<file path="src/rtl/alu_op_issue.sv">
// Decode back-end: turns one RV32I instruction plus register operands into an ALU bundle
// and queues it in a small FIFO for execute. Optional macro SHAMT_STRICT_EN rejects odd OP-IMM shift funct7.
module alu_op_issue #(
  parameter int XLEN  = 32,
  parameter int DEPTH = 2
) (
  input  logic            clk,
  input  logic            rst,
  input  logic            flush,
  input  logic            in_valid,
  output logic            in_ready,
  input  logic [31:0]     instr,
  input  logic [XLEN-1:0] pc,
  input  logic [XLEN-1:0] rs1_data,
  input  logic [XLEN-1:0] rs2_data,
  output logic            out_valid,
  input  logic            out_ready,
  output logic [XLEN-1:0] out_inA,
  output logic [XLEN-1:0] out_inB,
  output logic [3:0]      out_ALU_control,
  output logic [4:0]      out_rd,
  output logic            out_wen,
  output logic            out_illegal
);

  localparam int PTR_W = (DEPTH > 1) ? $clog2(DEPTH) : 1;
  localparam int CNT_W = $clog2(DEPTH + 1);

  localparam logic [3:0] ALU_ADD    = 4'b0000;
  localparam logic [3:0] ALU_SUB    = 4'b0001;
  localparam logic [3:0] ALU_AND    = 4'b0010;
  localparam logic [3:0] ALU_OR     = 4'b0011;
  localparam logic [3:0] ALU_SLL    = 4'b0100;
  localparam logic [3:0] ALU_SRL    = 4'b0101;
  localparam logic [3:0] ALU_SRA    = 4'b0110;
  localparam logic [3:0] ALU_XOR    = 4'b0111;
  localparam logic [3:0] ALU_SLT    = 4'b1000;
  localparam logic [3:0] ALU_SLTU   = 4'b1001;
  localparam logic [3:0] ALU_PASS_B = 4'b1010;

  localparam logic [6:0] OPC_OP     = 7'b0110011;
  localparam logic [6:0] OPC_OP_IMM = 7'b0010011;
  localparam logic [6:0] OPC_LUI    = 7'b0110111;
  localparam logic [6:0] OPC_AUIPC  = 7'b0010111;
  localparam logic [6:0] OPC_JAL    = 7'b1101111;
  localparam logic [6:0] OPC_JALR   = 7'b1100111;
  localparam logic [6:0] OPC_LOAD   = 7'b0000011;
  localparam logic [6:0] OPC_STORE  = 7'b0100011;
  localparam logic [6:0] OPC_BRANCH = 7'b1100011;

  localparam logic [6:0] F7_BASE = 7'b0000000;
  localparam logic [6:0] F7_ALT  = 7'b0100000;

`ifdef SHAMT_STRICT_EN
  localparam logic SHAMT_STRICT = 1'b1;
`else
  localparam logic SHAMT_STRICT = 1'b0;
`endif

  typedef struct packed {
    logic [XLEN-1:0] a;
    logic [XLEN-1:0] b;
    logic [3:0]      op;
    logic [4:0]      rd;
    logic            wen;
    logic            ill;
  } entry_t;

  // Shared funct3 -> ALU op map for OP and OP-IMM (base funct7 forms).
  function automatic logic [3:0] alu_of_funct3(input logic [2:0] f3);
    logic [3:0] op;
    case (f3)
      3'b000:  op = ALU_ADD;
      3'b001:  op = ALU_SLL;
      3'b010:  op = ALU_SLT;
      3'b011:  op = ALU_SLTU;
      3'b100:  op = ALU_XOR;
      3'b101:  op = ALU_SRL;
      3'b110:  op = ALU_OR;
      3'b111:  op = ALU_AND;
      default: op = ALU_ADD;
    endcase
    return op;
  endfunction

  logic [6:0]      w_opcode;
  logic [2:0]      w_funct3;
  logic [6:0]      w_funct7;
  logic [4:0]      w_rd;
  logic [XLEN-1:0] w_imm_i;
  logic [XLEN-1:0] w_imm_s;
  logic [XLEN-1:0] w_imm_u;
  logic [XLEN-1:0] w_shamt;
  logic [31:0]     w_imm_i32;
  logic [31:0]     w_imm_s32;
  logic [31:0]     w_imm_u32;

  logic [3:0]      w_op;
  logic [XLEN-1:0] w_a;
  logic [XLEN-1:0] w_b;
  logic            w_writes;
  logic            w_ill;
  entry_t          w_dec;

  entry_t            r_buf [DEPTH];
  entry_t            r_out;
  logic              r_out_valid;
  logic [PTR_W-1:0]  r_wr_ptr;
  logic [PTR_W-1:0]  r_rd_ptr;
  logic [CNT_W-1:0]  r_count;

  logic              w_accept;
  logic              w_drain;
  logic [PTR_W-1:0]  w_wr_ptr_n;
  logic [PTR_W-1:0]  w_rd_ptr_n;
  logic [CNT_W-1:0]  w_count_n;
  entry_t            w_out_n;

  assign w_opcode  = instr[6:0];
  assign w_funct3  = instr[14:12];
  assign w_funct7  = instr[31:25];
  assign w_rd      = instr[11:7];
  assign w_imm_i32 = {{20{instr[31]}}, instr[31:20]};
  assign w_imm_s32 = {{20{instr[31]}}, instr[31:25], instr[11:7]};
  assign w_imm_u32 = {instr[31:12], 12'h000};
  assign w_imm_i   = XLEN'($signed(w_imm_i32));
  assign w_imm_s   = XLEN'($signed(w_imm_s32));
  assign w_imm_u   = XLEN'($signed(w_imm_u32));
  assign w_shamt   = XLEN'(instr[24:20]);

  // Instruction decode into operands, op code and legality.
  always_comb begin
    w_op     = ALU_ADD;
    w_a      = '0;
    w_b      = '0;
    w_writes = 1'b0;
    w_ill    = 1'b0;
    case (w_opcode)
      OPC_OP: begin
        w_a      = rs1_data;
        w_b      = rs2_data;
        w_writes = 1'b1;
        if (w_funct7 == F7_BASE) begin
          w_op = alu_of_funct3(w_funct3);
        end else if ((w_funct7 == F7_ALT) && (w_funct3 == 3'b000)) begin
          w_op = ALU_SUB;
        end else if ((w_funct7 == F7_ALT) && (w_funct3 == 3'b101)) begin
          w_op = ALU_SRA;
        end else begin
          w_ill = 1'b1;
        end
      end
      OPC_OP_IMM: begin
        w_a      = rs1_data;
        w_writes = 1'b1;
        case (w_funct3)
          3'b001: begin
            w_op = ALU_SLL;
            w_b  = w_shamt;
            if (SHAMT_STRICT && (w_funct7 != F7_BASE)) begin
              w_ill = 1'b1;
            end else begin
              w_ill = 1'b0;
            end
          end
          3'b101: begin
            w_op = instr[30] ? ALU_SRA : ALU_SRL;
            w_b  = w_shamt;
            if (SHAMT_STRICT && (w_funct7 != F7_BASE) && (w_funct7 != F7_ALT)) begin
              w_ill = 1'b1;
            end else begin
              w_ill = 1'b0;
            end
          end
          default: begin
            w_op = alu_of_funct3(w_funct3);
            w_b  = w_imm_i;
          end
        endcase
      end
      OPC_LUI: begin
        w_op     = ALU_PASS_B;
        w_b      = w_imm_u;
        w_writes = 1'b1;
      end
      OPC_AUIPC: begin
        w_a      = pc;
        w_b      = w_imm_u;
        w_writes = 1'b1;
      end
      OPC_JAL, OPC_JALR: begin
        w_a      = pc;
        w_b      = XLEN'(32'd4);
        w_writes = 1'b1;
      end
      OPC_LOAD: begin
        w_a      = rs1_data;
        w_b      = w_imm_i;
        w_writes = 1'b1;
      end
      OPC_STORE: begin
        w_a = rs1_data;
        w_b = w_imm_s;
      end
      OPC_BRANCH: begin
        w_a = rs1_data;
        w_b = rs2_data;
        case (w_funct3)
          3'b000, 3'b001: w_op  = ALU_SUB;
          3'b100, 3'b101: w_op  = ALU_SLT;
          3'b110, 3'b111: w_op  = ALU_SLTU;
          default:        w_ill = 1'b1;
        endcase
      end
      default: w_ill = 1'b1;
    endcase
  end

  // Illegal ops are still queued, but carry a neutral payload.
  always_comb begin
    w_dec    = '0;
    w_dec.rd = w_rd;
    if (w_ill) begin
      w_dec.ill = 1'b1;
    end else begin
      w_dec.a   = w_a;
      w_dec.b   = w_b;
      w_dec.op  = w_op;
      w_dec.wen = w_writes && (w_rd != 5'd0);
    end
  end

  assign in_ready = (r_count < CNT_W'(DEPTH)) && !flush;
  assign w_accept = in_valid && in_ready;
  assign w_drain  = r_out_valid && out_ready;

  // Next pointers and occupancy; flush empties the queue regardless of traffic.
  always_comb begin
    w_wr_ptr_n = r_wr_ptr;
    w_rd_ptr_n = r_rd_ptr;
    w_count_n  = r_count;
    if (flush) begin
      w_wr_ptr_n = '0;
      w_rd_ptr_n = '0;
      w_count_n  = '0;
    end else begin
      if (w_accept) begin
        w_wr_ptr_n = r_wr_ptr + PTR_W'(1);
      end else begin
        w_wr_ptr_n = r_wr_ptr;
      end
      if (w_drain) begin
        w_rd_ptr_n = r_rd_ptr + PTR_W'(1);
      end else begin
        w_rd_ptr_n = r_rd_ptr;
      end
      if (w_accept && !w_drain) begin
        w_count_n = r_count + CNT_W'(1);
      end else if (w_drain && !w_accept) begin
        w_count_n = r_count - CNT_W'(1);
      end else begin
        w_count_n = r_count;
      end
    end
  end

  // Next head; a write landing in the new head slot is forwarded so the output stays registered.
  always_comb begin
    w_out_n = r_out;
    if (w_count_n == '0) begin
      w_out_n = r_out;
    end else if (w_accept && (r_wr_ptr == w_rd_ptr_n)) begin
      w_out_n = w_dec;
    end else begin
      w_out_n = r_buf[w_rd_ptr_n];
    end
  end

  // Entry storage.
  always_ff @(posedge clk) begin
    if (rst) begin
      for (int i = 0; i < DEPTH; i++) begin
        r_buf[i] <= '0;
      end
    end else if (w_accept) begin
      r_buf[r_wr_ptr] <= w_dec;
    end
  end

  // Pointers, count and registered head outputs.
  always_ff @(posedge clk) begin
    if (rst) begin
      r_wr_ptr    <= '0;
      r_rd_ptr    <= '0;
      r_count     <= '0;
      r_out_valid <= 1'b0;
      r_out       <= '0;
    end else begin
      r_wr_ptr    <= w_wr_ptr_n;
      r_rd_ptr    <= w_rd_ptr_n;
      r_count     <= w_count_n;
      r_out_valid <= (w_count_n != '0);
      r_out       <= w_out_n;
    end
  end

  assign out_valid       = r_out_valid;
  assign out_inA         = r_out.a;
  assign out_inB         = r_out.b;
  assign out_ALU_control = r_out.op;
  assign out_rd          = r_out.rd;
  assign out_wen         = r_out.wen;
  assign out_illegal     = r_out.ill;

endmodule

</file>
<file path="config.mk">
export PLATFORM = sky130hd
export DESIGN_NAME = alu_op_issue
export DESIGN_NICKNAME = d
export VERILOG_FILES = /design/src/rtl/alu_op_issue.sv
export SDC_FILE = /design/constraint.sdc
export NUM_CORES = 1
export LEC_CHECK = 0
export CAP_MARGIN = 20
export CORE_ASPECT_RATIO = 2
export CORE_MARGIN = 5
export CORE_UTILIZATION = 45
export CTS_BUF_LIST = sky130_fd_sc_hd__clkbuf_4 sky130_fd_sc_hd__clkbuf_8
export DETAILED_ROUTE_END_ITERATION = 8
export HOLD_SLACK_MARGIN = 0.15
export PLACE_DENSITY_LB_ADDON = 0.12
export SLEW_MARGIN = 30
export SYNTH_ARGS = -nofsm -noshare
export SYNTH_HDL_FRONTEND = slang
export SYNTH_SLANG_ARGS = --single-unit
</file>
<file path="constraint.sdc">
create_clock -name clk -period 4 [get_ports clk]
set_input_delay 0.8 -clock clk [delete_from_list [all_inputs] [get_ports clk]]
set_output_delay 0.8 -clock clk [all_outputs]
set_load 0.1 [all_outputs]
</file>
# Word level (Yosys, flattened, before mapping)
# Memory sizes are Yosys's and may differ from the RTL's. A register that Yosys moved wholly into a read port is not among the register bits.
# Cells that the tools add are included.
# classes
n_addsub	4
order_cmp	1
eq_ne	15
mux	32
n_reduce_logical	31
# op_table
op	n
32-bit case mux with 6 select lines	1
75-bit 2-to-1 mux	1
75-bit OR reduction	1
68-bit 2-to-1 mux	1
32-bit case mux with 2 select lines	1
32-bit 2-to-1 mux	1
7-bit by 6-bit == test with 1-bit output (second input constant)	4
7-bit == test (second input constant)	3
1-bit 2-to-1 mux	16
4-bit case mux with 4 select lines	1
2-bit OR reduction	8
7-bit by 5-bit == test with 1-bit output (second input constant)	2
7-bit OR reduction	2
3-bit == test (second input constant)	4
4-bit case mux with 3 select lines	1
1-bit logical AND	8
2-bit 2-to-1 mux	4
4-bit case mux with 2 select lines	1
7-bit by 2-bit == test with 1-bit output (second input constant)	1
7-bit logical NOT	1
3-bit 2-to-1 mux	2
6-bit OR reduction	1
5-bit nonzero test	1
5-bit OR reduction	1
12 further kinds	16
# word_totals
reg_bits	5
ram_bits	150
rom_bits	64
in_bits	133
output_inout_bits	77
mem_count	3
# mem_list
name	depth	width	rd	rd_ports_with_merged_regs	write_ports	line	rtl
r_buf	2	75	1	1	2	105	entry_t r_buf [DEPTH];
(name not given)	8	4	1	0	0	72	case (f3)
(name not given)	8	4	1	0	0	72	

# Longest topological paths before layout
# Gate-level depths: netlist of run 1.
# logic_depth
depth_word	10
depth_mapped	10
mapped_depth_nobuf	7

# Least setup slack after synthesis of run 1
# OpenSTA, ideal clock, no wires.
# synth_path
path_kind	input to register
from	input flush
to	memory r_buf[0][0] (netlist bit) (enable)
setup_ps	405
arrival_time_ps	3348
required_time_ps	3595
path_slack_ps	247
cell_stages	2
n_path_buf	0
cell_sequence	nor2_1 > a31o_2
# synth_lines
element	line	rtl
from (decl)	9	input logic flush,
to (decl)	105	

# Worst setup path in the final report of run 1
# layout_path
from	register out_inB[3] (netlist name)
to	output out_inB[3]
# layout_lines
element	line	rtl
to (decl)	19	output logic [XLEN-1:0] out_inB,
# No word-level cell between the ends.

==> results.md, run 1 <==
- Global-route wire length before repair: about 50000 um
- Max Cap Viol: 0
- Slowest-stage cell, CP: clkdlybuf4s50_1
- Antenna Cells: 0
- Outcome: complete, no violations
- YS warnings: 0
- Cell accounting for the most synthesized area: edfxtp_1
- CTS Root Buffer Type: clkbuf_8
- Critical-path maximum fanout: 2
- Core area: 24320 um2
- Vias in the first global route: roughly 9k
- Capture point of the worst path: out_inB[3]
- Vias/cell: 5.804
- Dpl hpwl: 22250 um
- Crit path time final: 2972 ps
- Delay-heaviest family, CP: buffers and inverters
- Resized cells post-CTS: 0
- Count of final hold-check violations: 0
- Most frequent cells after synthesis: 156 x nor2_1, 150 x edfxtp_1, 139 x nand3_1
- Pwr dens: 387.3 nW/um2
- Port-buffer cells: 209
- Initial DRC Count: about 380
- CTS clk-pin slew, worst paths: around 70 ps
- FP Rows: 81
- CP arrival: between 2000 and 2500 ps
- Synth Instances: 952
- Initial Utilization: 0.4534
- WHS: 468.0 ps
- Hold Crit Class: reg2reg
- Synth Area in Adders: 0.003403
- Fin Clk Skew: 8.263 ps
- Nets: approximately 1.3k
- # H-tree levels: 2
- Share of post-route cells with drive strength above 1: 0.2165
- Max Clk Rate: 336.5 MHz
- Setup-failing EPs final: 0
- Hold_buf cts: 0
- Top-Level Pins: 210
- Number of cells on the critical path: 1
- Setup Buffers After CTS: 0
- Die Y-Extent: about 230 um
- Post-synthesis async set-or-reset flop share: 0
- Unrepaired setup endpoints after global routing: no
- TritonRoute pass-1 iters: 5
- Post-synthesis mux area share: 0.08259
- Slew Viols, Final: 0
- Crit end category: output pin
- Ys flop type: edfxtp_1
- FF/Latch Area: 6106 um2
- Sum Neg Setup Slack: 0 ps
- WP buf/inv: 1
- Dpl ws: 492.8 ps
- Die area: approximately 28000 um2
- CTS Buffer Depth: 3
- Most frequent cell after synthesis: nor2_1
- Vias: 8521
- Area contributors post-synth: edfxtp_1 41%, dfxtp_1 15%, mux2_2 6.9%
- Post-Synth Simple-Gate Area: 0.1580
- Worst-margin pin slew: 1037 ps
- CTS tree: yes
- Fin crit share: 0.7430
- Num CTS Buffers: 35
- Final instance area: approximately 14000 um2
- EDFF count, synth: 150
- Synth Area in Compound Gates: 0.1521
- Req. time, crit path: 3200 ps
- DRC: 0
- Peak per-stage delay on the critical path: 1190 ps
- Top cell type's share of synthesized area: 0.4084
- Setup ws final: ~1000 ps
- Non-filler cells, final: 1468
- Per-cell routed wire length: 22.19 um
- XOR/XNOR Fraction of Synth Area: 0.005559
- R2R depth: 6
- Synth unique cells: between 60 and 70
- Antenna violations before repair: 0
- RePlAce Congestion: approximately 0.9
- Area of the multi-input gates: 4514 um2
- Area Overhead vs Synth: 28.16%
- CP Cell Sequence: clkdlybuf4s50_1
- R2r endpoint: out_ALU_control[1]
- Flops & latches, synth: between 200 and 250
- Overall routed net length: 32570 um
- Synthesized area: 11030 um2
- Max rail drop VDD: ~0.26 mV
- Worst-Skew Late Latency: 520 ps
- Slew HR: 0.3065
- Worst R2R Setup Slack: roughly 1600 ps
- Crit path launch type: flop
- Routed Antenna Nets: 0
- # fillers: 2112
- Worst setup path class: reg2out
- Avg Inst Size Synth: 11.59 um2
- Sink Count: 230
- Worst setup path start: out_inB[3]
- Seq/Total Area, Yosys: 0.5536
- R2r startpoint: r_count[1]
- Gr ovfl total: 0
- Largest family of logic cells by synthesized area: simple AND/OR/NAND/NOR gates
- Largest net degree at the start of global routing: 70
- Die width: between 100 and 150 um
- Syn Nets: approximately 1.1k
- Leakage power: 5.010 nW
- Cells after DPL: 1406
- Area after DPL: 13440 um2
- Overall Global Routing Usage: 0.2306
worst min-delay path by stage:
| stage | startpoint | depth (start not counted) | slack (ps) | end |
|---|---|---|---|---|
| after floorplan | r_rd_ptr | 2 | 490 | r_rd_ptr |
| after global placement | out_ALU_control[1] | 1 | 450 | out_ALU_control[1] |
| after detailed placement | out_rd[3] | 1 | 460 | out_rd[3] |
| after CTS | out_rd[3] | 1 | 470 | out_rd[3] |
| after global routing | out_rd[3] | 1 | 500 | out_rd[3] |
| final | out_rd[3] | 1 | 470 | out_rd[3] |
report_power, final:
part	total (W)	switching, W	leakage (nW)	internal (W)
logic	0.000838	0.000539	2.40	0.000299
clock network	0.00197	0.000900	0.371	0.00107
registers	0.00267	0.0000410	2.24	0.00263
through the flow:
| step | utilization | power, W |
|---|---|---|
| 2_1_floorplan | - | 0.003225 |
| 3_3_place_gp | 0.5536 | 0.003557 |
| 3_5_place_dp | 0.5527 | 0.003563 |
| 4_1_cts | 0.5811 | 0.005531 |
| 5_1_grt | 0.5811 | 0.005672 |
| 6_report | 0.5811 | 0.005474 |
layout make-up:
cell class / instances / area share
inverters: 8 / 0.002124
well taps: 290 / 0.02567
clock inverters: 9 / 0.004426
clock buffers: 53 / 0.04453
flip-flops and latches: 230 / 0.4320
repair buffers: 245 / 0.1719
multi-input cells: 633 / 0.3194
logic make-up (layout without fill, tap and decap cells):
logic type,after synthesis,count (layout)
and+or+nand+nor,366,366
DFF,230,230
AOI/OAI and AO/OA,177,177
buffers and inverters,89,315
muxes,80,80
xor gates and xnor gates,7,7
adders and majority gates,3,3
placed cells by master (no fill, tap or decap), types with 3 or more instances in the layout:
cell / instances
a21oi_1: 4
a221oi_1: 24
a22oi_1: 41
a32o_1: 6
and2_1: 17
buf_12: 8
buf_2: 6
buf_4: 29
clkbuf_4: 16
clkbuf_8: 37
clkdlybuf4s50_1: 202
clkinv_1: 7
dfxtp_1: 80
edfxtp_1: 150
ha_1: 3
inv_1: 6
mux2_2: 68
mux2i_1: 9
mux2i_4: 3
nand2_1: 11
nand2b_1: 8
nand3_1: 137
nor2_1: 156
nor2b_1: 3
nor3_1: 4
o211ai_1: 6
o211ai_2: 60
o21ai_0: 8
or2_1: 3
xnor2_1: 5
flip-flops by register name, summed over array words and instances, names as in the netlist, 2 cells and up:
signal,flops
out_inA,32
out_inB,32
r_buf,150
r_count,2
out_ALU_control,4
out_rd,5
layer usage:
layer,vias up,GRT usage,routed length [um]
li1,3985,-,-
met1,4183,0.2495,11750
met2,294,0.4367,17860
met3,59,0.03687,1681
met4,0,0.09716,1280
met5,-,0,0
Note: power is estimated with default switching activity, not from simulation.
==> inputs of run 2 (changes only) <==
- clock period: 4 -> 2.4 ns (I/O delays scaled with it)
==> results.md, run 2 (same netlist as run 1, synthesis figures left out) <==
- Sink Count: 230
- Area Overhead vs Synth: 36.40%
- RePlAce Congestion: 0.8435
- Fin crit share: 0.9226
- Overall Global Routing Usage: 0.2371
- Overall routed net length: 33400 um
- Largest register FFs: 150
- Nets: 1383
- Num CTS Buffers: 35
- Worst setup path start: flush
- GR Util met1: 0.2557
- Gr busiest metal: met2
- Met2 Use GR: 0.4675
- Per-cell routed wire length: 21.34 um
- Die Y-Extent: 231.4 um
- Commonest non-fill, non-tap cell in the layout: buf_4
- # fillers: 2062
- Initial DRC Count: 517
- Max rail drop VDD: 0.5355 mV
- Port-buffer cells: 209
- CTS tree: yes
- Worst-Skew Late Latency: about 540 ps
- Cells after DPL: 1500
- Gr ovfl total: 0
- CTS Buffer Depth: 3
- Crit path launch type: input pin
- Setup-failing EPs final: 0
- Design Power: around 0.0094 W
- WHS: 475.7 ps
- Worst hold path startpoint: out_rd[2]
- Worst R2R Setup Slack: about 250 ps
- Crit path time final: between 2000 and 2500 ps
- CP arrival: around 2600 ps
- Sum Neg Setup Slack: 0 ps
- Vias in the first global route: between 9k and 10k
- FP Rows: 81
- Most frequent cells in the layout: 175 x buf_4, 155 x nor2_1, 150 x edfxtp_1
- Max Cap Viol: 0
- Biggest register: r_buf
- TritonRoute pass-1 iters: 5
- Pwr dens: between 600 and 700 nW/um2
- Crit end category: flop
- Largest net degree at the start of global routing: 48
- Die width: 120.7 um
- Count of final hold-check violations: 0
- Req. time, crit path: 2800 ps
- Leakage power: 5.719 nW
- DRC: 0
- Vias/cell: 5.648
- Antenna violations before repair: 1
- Outcome: complete, no violations
- Resized cells post-CTS: 0
- Max Clk Rate: 451.6 MHz
- Unrepaired setup endpoints after global routing: no
- Dpl hpwl: ~24000 um
- Hold_buf cts: 0
- Non-filler cells, final: 1565
- Slew Viols, Final: 0
- # H-tree levels: 2
- CTS clk-pin slew, worst paths: 70 ps
- R2r startpoint: r_count[1]
- Fin Clk Skew: 28.75 ps
- Die area: 27930 um2
- Met3 Track Usage GR: 0.03175
- Hold Crit Class: reg2reg
- Top-Level Pins: 210
- Routed Antenna Nets: 0
- CTS Root Buffer Type: clkbuf_8
- Worst setup path class: in2reg
- Initial Utilization: 0.4534
- Core area: 24320 um2
- Vias: 8839
- Slew HR: 0.5936
- Worst-margin pin slew: between 600 and 700 ps
- Critical-path maximum fanout: 17
- Share of post-route cells with drive strength above 1: 0.3344
- Global-route wire length before repair: 51650 um
- Setup Buffers After CTS: 0
[run 2: cell types whose count changed in the layout (fill, tap and decap cells not counted), moves of 2 or more]
cell	change
buf_4	+146
clkinvlp_4	+2
clkinv_1	-2
clkbuf_4	-7
inv_6	+2
buf_2	-6
clkdlybuf4s50_1	-70
buf_12	+24
clkbuf_8	+6
[run 2: power breakdown]
group	internal (W)	total [W]	switching [W]
logic	0.000574	0.00149	0.000919
registers	0.00438	0.00445	0.0000700
clock network	0.00189	0.00344	0.00155
total	0.00684	0.00938	0.00254
[run 2: worst paths after layout]
kind | end | cells after the start
setup / recovery | out_ALU_control[1] | 7
hold / removal | out_rd[2] | 1
setup reg to reg | out_ALU_control[1] | 6
hold reg to reg | out_rd[2] | 1
[run 2: through the flow]
step	setup WS, ps	instance area, um2	util
detailed placement	-510.4	14280	0.5872
global route	102.8	15040	0.6185
finish	185.7	15040	0.6185
CTS	26.73	15040	0.6182
global placement	-452.6	14280	0.5872
floorplan	121.8	11050	-
[run 2: worst max-delay path: stages]
cell and delay [ps]:
clkdlybuf4s50_1 460, or4b_1 620, nor2_2 290, mux2i_4 160
buf_12 180, a221oi_2 280, o2bb2ai_1 130
[run 2: final cells by class]
class	count	area, um2	area share
clock inverters	12	92.59	0.006154
clock buffers	52	659.4	0.04383
repair buffers	339	3276	0.2177
diodes	1	2.502	0.0001663
flip-flops and latches	230	6107	0.4059
well taps	290	362.8	0.02412
inverters	8	30.03	0.001996
multi-input cells	633	4514	0.3001
[run 2: layer usage]
| layer | wire [um] | vias up |
|---|---|---|
| li1 | - | 4181 |
| met1 | 11980 | 4365 |
| met2 | 19090 | 250 |
| met3 | 1491 | 43 |
| met4 | 838 | 0 |
| met5 | 0 | - |
